**src/rtl/data_mem_pkg.sv**
```systemverilog
// Shared types for the parametrised data memory.
// Sweep FSM states and read-latency selectors.
package data_mem_pkg;

  typedef enum logic {
    CLEAR = 1'b0,
    READY = 1'b1
  } dmem_state_t;

  localparam int DMEM_LAT_COMB = 0;
  localparam int DMEM_LAT_REG  = 1;

endpackage

```
**src/rtl/data_mem_param_if.sv**
```systemverilog
// Load/store bus between the core datapath and the data memory.
// master = datapath side, slave = memory side.
interface data_mem_param_if #(
  parameter int DW = 8,
  parameter int AW = 8
);

  logic [AW-1:0] DataAddress;
  logic          ReadMem;
  logic          WriteMem;
  logic [DW-1:0] DataIn;
  logic [DW-1:0] DataOut;
  logic          DataValid;
  logic          Busy;
  logic          AccessErr;

  modport master (
    output DataAddress,
    output ReadMem,
    output WriteMem,
    output DataIn,
    input  DataOut,
    input  DataValid,
    input  Busy,
    input  AccessErr
  );

  modport slave (
    input  DataAddress,
    input  ReadMem,
    input  WriteMem,
    input  DataIn,
    output DataOut,
    output DataValid,
    output Busy,
    output AccessErr
  );

endinterface

```
**src/rtl/data_mem_clear_fsm.sv**
```systemverilog
// Post-reset clear sweep: walks every word once, then parks in READY.
// Busy also covers the time reset itself is held low.
module data_mem_clear_fsm
  import data_mem_pkg::*;
#(
  parameter int AW             = 8,
  parameter int DEPTH          = 256,
  parameter bit CLEAR_ON_RESET = 1'b1
) (
  input  logic          CLK,
  input  logic          reset,
  output logic          Busy,
  output logic          clr_we,
  output logic [AW-1:0] clr_addr
);

  // One extra bit so DEPTH == 2**AW still reaches its last word cleanly
  localparam int PW = AW + 1;
  localparam logic [PW-1:0] LAST = PW'(DEPTH - 1);
  localparam dmem_state_t RST_ST =
    CLEAR_ON_RESET ? CLEAR : READY;

  dmem_state_t   state;
  dmem_state_t   state_d;
  logic [PW-1:0] clr_ptr;
  logic [PW-1:0] clr_ptr_d;

  always_ff @(posedge CLK or negedge reset) begin
    if (!reset) begin
      state   <= RST_ST;
      clr_ptr <= '0;
    end else begin
      state   <= state_d;
      clr_ptr <= clr_ptr_d;
    end
  end

  always_comb begin
    state_d   = state;
    clr_ptr_d = clr_ptr;
    clr_we    = 1'b0;
    unique case (state)
      CLEAR: begin
        clr_we    = 1'b1;
        clr_ptr_d = clr_ptr + 1'b1;
        if (clr_ptr == LAST) begin
          state_d = READY;
        end
      end
      READY: begin
        state_d = READY;
      end
    endcase
  end

  assign Busy     = !reset || (state == CLEAR);
  assign clr_addr = clr_ptr[AW-1:0];

endmodule

```
**src/rtl/data_mem_param.sv**
```systemverilog
// Parametrised data memory with one shared address, post-reset clear
// sweep, selectable read latency and request error reporting.
module data_mem_param
  import data_mem_pkg::*;
#(
  parameter int            DW             = 8,
  parameter int            AW             = 8,
  parameter int            DEPTH          = 256,
  parameter int            READ_LATENCY   = 1,
  parameter bit            CLEAR_ON_RESET = 1'b1,
  parameter logic [DW-1:0] INIT_VALUE     = '0
) (
  input  logic             CLK,
  input  logic             reset,
  data_mem_param_if.slave  bus
);

  localparam int PW = AW + 1;

  logic [DW-1:0] core [DEPTH];

  logic          busy;
  logic          clr_we;
  logic [AW-1:0] clr_addr;
  logic          addr_ok;
  logic          req;
  logic          acc;
  logic          rd_acc;
  logic          wr_acc;
  logic          mem_we;
  logic [AW-1:0] mem_waddr;
  logic [DW-1:0] mem_wdata;
  logic [DW-1:0] rdata;
  logic          err_q;

  data_mem_clear_fsm #(
    .AW             (AW),
    .DEPTH          (DEPTH),
    .CLEAR_ON_RESET (CLEAR_ON_RESET)
  ) u_clear (
    .CLK      (CLK),
    .reset    (reset),
    .Busy     (busy),
    .clr_we   (clr_we),
    .clr_addr (clr_addr)
  );

  // Unsigned compare: out-of-range addresses never alias
  assign addr_ok = {1'b0, bus.DataAddress} < PW'(DEPTH);
  assign req     = bus.ReadMem | bus.WriteMem;
  assign acc     = !busy && addr_ok;
  assign rd_acc  = bus.ReadMem & acc;
  assign wr_acc  = bus.WriteMem & acc;

  // Sweep owns the single write port while it runs
  assign mem_we    = clr_we | wr_acc;
  assign mem_waddr = clr_we ? clr_addr : bus.DataAddress;
  assign mem_wdata = clr_we ? INIT_VALUE : bus.DataIn;

  always_ff @(posedge CLK) begin
    if (mem_we) begin
      core[mem_waddr] <= mem_wdata;
    end
  end

  assign rdata = core[bus.DataAddress];

  always_ff @(posedge CLK or negedge reset) begin
    if (!reset) begin
      err_q <= 1'b0;
    end else begin
      err_q <= req & ~acc;
    end
  end

  assign bus.AccessErr = err_q;
  assign bus.Busy      = busy;

  if (READ_LATENCY == DMEM_LAT_COMB) begin : g_comb
    // Array write lands at the edge, so a same-cycle read sees the old word
    assign bus.DataOut   = rd_acc ? rdata : '0;
    assign bus.DataValid = rd_acc;
  end else begin : g_reg
    logic [DW-1:0] dout_q;
    logic          dv_q;

    always_ff @(posedge CLK or negedge reset) begin
      if (!reset) begin
        dout_q <= '0;
        dv_q   <= 1'b0;
      end else begin
        dv_q <= rd_acc;
        if (rd_acc) begin
          dout_q <= wr_acc ? bus.DataIn : rdata;
        end
      end
    end

    assign bus.DataOut   = dout_q;
    assign bus.DataValid = dv_q;
  end

endmodule
```
**src/flat_wrapper.sv**
```systemverilog
// flat-port wrapper written by rule: the top's interface ports become plain ports
module data_mem_param_flat import data_mem_pkg::*;
#(
  parameter int            DW             = 8,
  parameter int            AW             = 8,
  parameter int            DEPTH          = 256,
  parameter int            READ_LATENCY   = 1,
  parameter bit            CLEAR_ON_RESET = 1'b1,
  parameter logic [DW-1:0] INIT_VALUE     = '0
)
  (CLK, reset, bus_DataAddress, bus_ReadMem, bus_WriteMem, bus_DataIn, bus_DataOut, bus_DataValid, bus_Busy, bus_AccessErr);
  data_mem_param_if #(.DW(DW), .AW(AW)) bus_i ();
  input  logic CLK;
  input  logic reset;
  input wire logic [$bits(bus_i.DataAddress)-1:0] bus_DataAddress;
  input wire logic [$bits(bus_i.ReadMem)-1:0] bus_ReadMem;
  input wire logic [$bits(bus_i.WriteMem)-1:0] bus_WriteMem;
  input wire logic [$bits(bus_i.DataIn)-1:0] bus_DataIn;
  output wire logic [$bits(bus_i.DataOut)-1:0] bus_DataOut;
  output wire logic [$bits(bus_i.DataValid)-1:0] bus_DataValid;
  output wire logic [$bits(bus_i.Busy)-1:0] bus_Busy;
  output wire logic [$bits(bus_i.AccessErr)-1:0] bus_AccessErr;
  assign bus_i.DataAddress = bus_DataAddress;
  assign bus_i.ReadMem = bus_ReadMem;
  assign bus_i.WriteMem = bus_WriteMem;
  assign bus_i.DataIn = bus_DataIn;
  assign bus_DataOut = bus_i.DataOut;
  assign bus_DataValid = bus_i.DataValid;
  assign bus_Busy = bus_i.Busy;
  assign bus_AccessErr = bus_i.AccessErr;
  data_mem_param #(.DW(DW), .AW(AW), .DEPTH(DEPTH), .READ_LATENCY(READ_LATENCY), .CLEAR_ON_RESET(CLEAR_ON_RESET), .INIT_VALUE(INIT_VALUE)) u_core (.CLK(CLK), .reset(reset), .bus(bus_i));
endmodule
```
**config.mk**
```make
export PLATFORM = sky130hd
export DESIGN_NAME = data_mem_param_flat
export DESIGN_NICKNAME = d
export VERILOG_FILES = /design/src/rtl/data_mem_pkg.sv /design/src/rtl/data_mem_param_if.sv /design/src/rtl/data_mem_clear_fsm.sv /design/src/rtl/data_mem_param.sv /design/src/flat_wrapper.sv
export SDC_FILE = /design/constraint.sdc
export NUM_CORES = 2
export LEC_CHECK = 0
export ABC_AREA = 0
export ABC_CLOCK_PERIOD_IN_PS = 13800
export CORE_AREA = 2 2 432 434
export CTS_BUF_LIST = sky130_fd_sc_hd__clkbuf_4 sky130_fd_sc_hd__clkbuf_8 sky130_fd_sc_hd__clkbuf_16
export CTS_CLUSTER_SIZE = 14
export DETAILED_ROUTE_END_ITERATION = 8
export DIE_AREA = 0 0 434 436
export HOLD_SLACK_MARGIN = 0.03
export PLACE_DENSITY = 0.56
export SYNTH_ARGS = -nofsm -noshare
export SYNTH_HDL_FRONTEND = slang
export SYNTH_SLANG_ARGS = --single-unit
```
**constraint.sdc**
```tcl
create_clock -name CLK -period 13.8 [get_ports CLK]
set_input_delay 1.38 -clock CLK [delete_from_list [all_inputs] [get_ports CLK]]
set_output_delay 1.38 -clock CLK [all_outputs]
set_load 0.005 [all_outputs]
```
==> impl_table.tex <==
\begin{tabular}{lr}
\hline
Metric & Value \\
\hline
\multicolumn{2}{l}{\textbf{Clocking}} \\
\quad Clock Latency Late Sink & 0.82 ns \\
\quad Depth of the CTS H-tree & 4 \\
\quad Quantity of gates resized following cts & 0 \\
\quad Clock Path Buffers & 3 \\
\quad Post-cts hold buffer count & 0 \\
\quad Post-CTS setup-driven buffer insertion count & 0 \\
\quad TritonCTS clock tree & done \\
\quad Clock edge transition at the registers on the reported setup and hold paths & 0.06 ns \\
\quad Library cell used as clock root buffer & sky130\_fd\_sc\_hd\_\_clkbuf\_16 \\
\quad Sink count of the clock tree & 2068 \\
\quad Number of buffers inserted during clock tree synthesis & 210 \\
\multicolumn{2}{l}{\textbf{Worst hold path}} \\
\quad Type of the tightest min-delay check & reg -> reg \\
\multicolumn{2}{l}{\textbf{Power and ir drop}} \\
\quad Switching power of the nets & between 2 and 3 mW \\
\quad Sw Ratio & 0.2000 \\
\quad Proportion of power drawn by flip-flops and latches & 0.527 \\
\quad Internal power of the cells & 10.32 mW \\
\quad Worst VDD drop & 0.00009056 V \\
\quad Static leakage power & 22.58 nW \\
\quad Areal power density over the cells & about 140 mW/mm\^{}2 \\
\quad Power consumption & around 13 mW \\
\quad Fraction of power consumed by combinational cells & 0.021 \\
\quad Share of total power in the clock network & 0.452 \\
\multicolumn{2}{l}{\textbf{Synthesis}} \\
\quad Compound-gate portion of the synthesized area & 0.02434 \\
\quad Post-Synth XOR/XNOR Area & 0.0007592 \\
\quad Number of register bits inferred by synthesis & $\sim$2100 \\
\quad Most common library cells after synthesis & 2048 x sky130\_fd\_sc\_hd\_\_edfxtp\_1, 497 x sky130\_fd\_sc\_hd\_\_mux4\_2, 319 x sky130\_fd\_sc\_hd\_\_nor2\_1 \\
\quad Proportion of synthesized area in mux cells & 0.1586 \\
\quad Most common cell in the netlist & sky130\_fd\_sc\_hd\_\_edfxtp\_1 \\
\quad Area share of the leading cell type in the synthesized netlist & 0.7616 \\
\quad Share of synthesized cell area in full adder, half adder and majority cells & 0.0003099 \\
\quad Synthesized Nets & 3844 \\
\quad Sequential fraction of the synthesis area & 0.7677 \\
\quad Dominant combinational cell family by area after synthesis & multiplexers \\
\quad Leading cell types by total area after synthesis & sky130\_fd\_sc\_hd\_\_edfxtp\_1 76\%, sky130\_fd\_sc\_hd\_\_mux4\_2 14\%, sky130\_fd\_sc\_hd\_\_nor2\_1 1.5\% \\
\quad Top cell type by total area after synthesis & sky130\_fd\_sc\_hd\_\_edfxtp\_1 \\
\quad Number of flops mapped to enable cells by yosys & between 2000 and 2500 \\
\quad Number of warnings issued by yosys & 0 \\
\quad Most common flop cell mapped by yosys & sky130\_fd\_sc\_hd\_\_edfxtp\_1 \\
\quad Share of flip-flops with an asynchronous set or reset after synthesis & 0.009671 \\
\quad Mean area per synthesized cell & about 21 um\^{}2 \\
\quad Number of distinct standard cells referenced by the synthesized netlist & 58 \\
\quad Simple-gate area share of the yosys netlist & 0.03133 \\
\quad Synthesized instance count & 3822 \\
\quad Netlist area before placement & 0.08075 mm\^{}2 \\
\multicolumn{2}{l}{\textbf{Timing}} \\
\quad Hold\_ws & 0.4965 ns \\
\quad Final Hold Viols & 0 \\
\quad Fmax & 182.2 MHz \\
\quad Shortest clock period the worst path allows after layout & 5.488 ns \\
\quad Final setup violating endpoints & 0 \\
\quad Transition time at the pin with the least slew margin & 1.351 ns \\
\quad Final Max Slew Viols & 0 \\
\quad Fin crit share & 0.3976 \\
\quad Setup clock skew after layout & 0.03831 ns \\
\quad Setup Total Neg Slack & 0 ns \\
\quad Setup repair after global routing missed its margin & false \\
\quad Rel. slew slack & 0.09582 \\
\multicolumn{2}{l}{\textbf{Final layout}} \\
\quad Net total in the final layout & 3923 \\
\quad Post-layout instance area & 0.09054 mm\^{}2 \\
\quad Layout cells sized above 1 & 0.2406 \\
\quad Non-filler cells, final & 6565 \\
\quad Area added between synthesis and finish & 12.12\% \\
\multicolumn{2}{l}{\textbf{Worst setup path}} \\
\quad CP Data Required Time & 14.45 ns \\
\quad Nature of the critical path startpoint & input port \\
\quad Kind of end point of the critical path & flip-flop \\
\quad Critical path class & in -> reg \\
\quad Highest fanout seen on the critical path & 98 \\
\quad Critical Path AT & 6.14 ns \\
\multicolumn{2}{l}{\textbf{Routing}} \\
\quad Detailed-route wire length per cell & 31.45 um \\
\quad Met3 wire length & 13510 um \\
\quad DRT met1 WL & 86890 um \\
\quad Average vias per placed instance & 5.892 \\
\quad Number of DRC violations after detailed-routing iteration 0 & 4460 \\
\quad Drt pass-1 iters & 8 \\
\quad DRT Wirelength & 206500 um \\
\quad Remaining DRCs & 0 \\
\quad Vias after detailed routing & 38680 \\
\quad DRT antenna net count & 0 \\
\quad Met2 routed wirelength & 99050 um \\
\quad Highest Signal Layer & met4 \\
\multicolumn{2}{l}{\textbf{Placement}} \\
\quad Cell count after placement & 6169 \\
\quad Final weighted congestion in routability-driven placement & roughly 0.84 \\
\quad Cell area reported after detailed placement & 0.08345 mm\^{}2 \\
\quad Buffers added on ports & 30 \\
\quad DPL Wire Length & 123400 um \\
\multicolumn{2}{l}{\textbf{Floorplan}} \\
\quad Initial core utilization & 0.4374 \\
\quad Total I/O pin count & 31 \\
\quad Area inside the core boundary & $\sim$0.18 mm\^{}2 \\
\quad Die width & 434 um \\
\quad Count of standard-cell rows & 158 \\
\quad DIE HEIGHT & 436 um \\
\quad Floorplan die area & 0.1892 mm\^{}2 \\
\multicolumn{2}{l}{\textbf{GRT}} \\
\quad Pin count of the biggest net entering global routing & 218 \\
\quad Total congestion overflow & 0 \\
\quad Antenna violations before repair & 4 \\
\quad First-pass GRT wire length & 297000 um \\
\quad Total global routing track utilization & 0.2197 \\
\quad Via count of the first global-routing pass & a little under 40000 \\
\multicolumn{2}{l}{\textbf{Outcome}} \\
\quad Outcome & finished, final reports clean \\
\multicolumn{2}{l}{\textbf{Run}} \\
\quad Number of max-capacitance violations reported & 0 \\
\hline
\end{tabular}
[per-layer routing]
| metal | vias to the layer above | track usage |
|---|---|---|
| met5 | - | 0 |
| li1 | 16090 | - |
| met4 | 0 | 0.07219 |
| met1 | 20750 | 0.3138 |
| met2 | 1502 | 0.3448 |
| met3 | 338 | 0.03803 |
[worst paths after layout]
path | cells past startpoint | to | slack [ns] | start
worst max-delay path | 9 | u_core.bus.DataOut[5] | 8.31 | bus_DataAddress[0]
worst min-delay path | 2 | u_core.u_clear.clr_ptr[8] | 0.50 | u_core.u_clear.clr_ptr[8]
worst max register to register | 5 | u_core.core[12][2] | 9.24 | u_core.u_clear.state
worst min register to register | 2 | u_core.u_clear.clr_ptr[8] | 0.50 | u_core.u_clear.clr_ptr[8]
max in group asynchronous | 2 | u_core.u_clear.state | 12.52 | reset
min in group asynchronous | 2 | u_core.bus.DataValid | 0.94 | reset
[power by group through the flow]
stage	logic (mW)	registers (mW)	clock network, mW
final	0.269	6.79	5.83
after global routing	0.283	6.79	6.17
after CTS	0.274	6.79	5.92
after detailed placement	0.274	6.93	0
after global placement	0.274	6.93	0
after floorplan	0.196	6.93	0
[critical path, cell delays in order]
cell and delay, ns:
sky130_fd_sc_hd__buf_8 0.48, sky130_fd_sc_hd__buf_12 0.61, sky130_fd_sc_hd__buf_4 0.87, sky130_fd_sc_hd__mux4_2 0.59
sky130_fd_sc_hd__mux2i_1 0.41, sky130_fd_sc_hd__nand2_1 0.13, sky130_fd_sc_hd__a32o_1 0.32, sky130_fd_sc_hd__o311ai_1 0.75
sky130_fd_sc_hd__o221ai_1 0.22
[final cells by class]
cell class	instances	area, um^2
Antenna cell	3	7.507
Clock buffer	249	5583
Clock inverter	144	1504
Fill cell	15010	94100
Inverter	10	37.54
Multi-Input combinational cell	1521	17470
Sequential cell	2068	62000
Tap cell	2480	3103
Timing Repair Buffer	90	835.8
[cells in the final DEF (no fill, tap or decap), types with 17 or more instances in the layout]
cell type                         Yosys  final
sky130_fd_sc_hd__mux4_2             497    497
sky130_fd_sc_hd__nor2_1             319    318
sky130_fd_sc_hd__a31oi_1             17     17
sky130_fd_sc_hd__mux2i_1            114    114
sky130_fd_sc_hd__clkbuf_16            0    212
sky130_fd_sc_hd__clkinv_1             0     57
sky130_fd_sc_hd__edfxtp_1          2048   2048
sky130_fd_sc_hd__clkdlybuf4s50_1      0     25
sky130_fd_sc_hd__mux2_2              42     42
sky130_fd_sc_hd__nand2b_1            24     17
sky130_fd_sc_hd__o221ai_1            21     21
sky130_fd_sc_hd__a22oi_1             29     29
sky130_fd_sc_hd__o22ai_1             79     79
sky130_fd_sc_hd__clkbuf_4             0     37
sky130_fd_sc_hd__clkinv_2             0     37
sky130_fd_sc_hd__bufinv_16            0     29
sky130_fd_sc_hd__nand3_1             36     28
sky130_fd_sc_hd__buf_4               38     56
sky130_fd_sc_hd__nand2_1            133    133
sky130_fd_sc_hd__a21oi_1             22     22
sky130_fd_sc_hd__dfrtp_1             20     19
[registers in the layout, indices dropped and copies added (netlist names)]
signal / count
u_core.bus.DataOut: 8
u_core.u_clear.state: 1
u_core.core: 2048
u_core.bus.DataValid: 1
u_core.u_clear.clr_ptr: 9
u_core.bus.AccessErr: 1
[kinds of logic (layout without fill, tap and decap cells)]
group                    after synthesis  after routing
AND/OR/NAND/NOR                      586            586
XOR/XNOR                               7              7
adder cells (fa/ha/maj)                2              2
flip-flops                          2068           2068
other                                  0              3
multiplexers                         653            653
buffers and inverters                233            493
AO/OA/AOI/OAI                        273            273
[per-stage QoR]
step	setup WS [ns]	utilization
2_1_floorplan	8.288	-
3_3_place_gp	7.425	0.4519
3_5_place_dp	7.404	0.4519
4_1_cts	8.290	0.4903
5_1_grt	8.055	0.4903
6_report	8.312	0.4904
(Power assumes the default switching activity.)
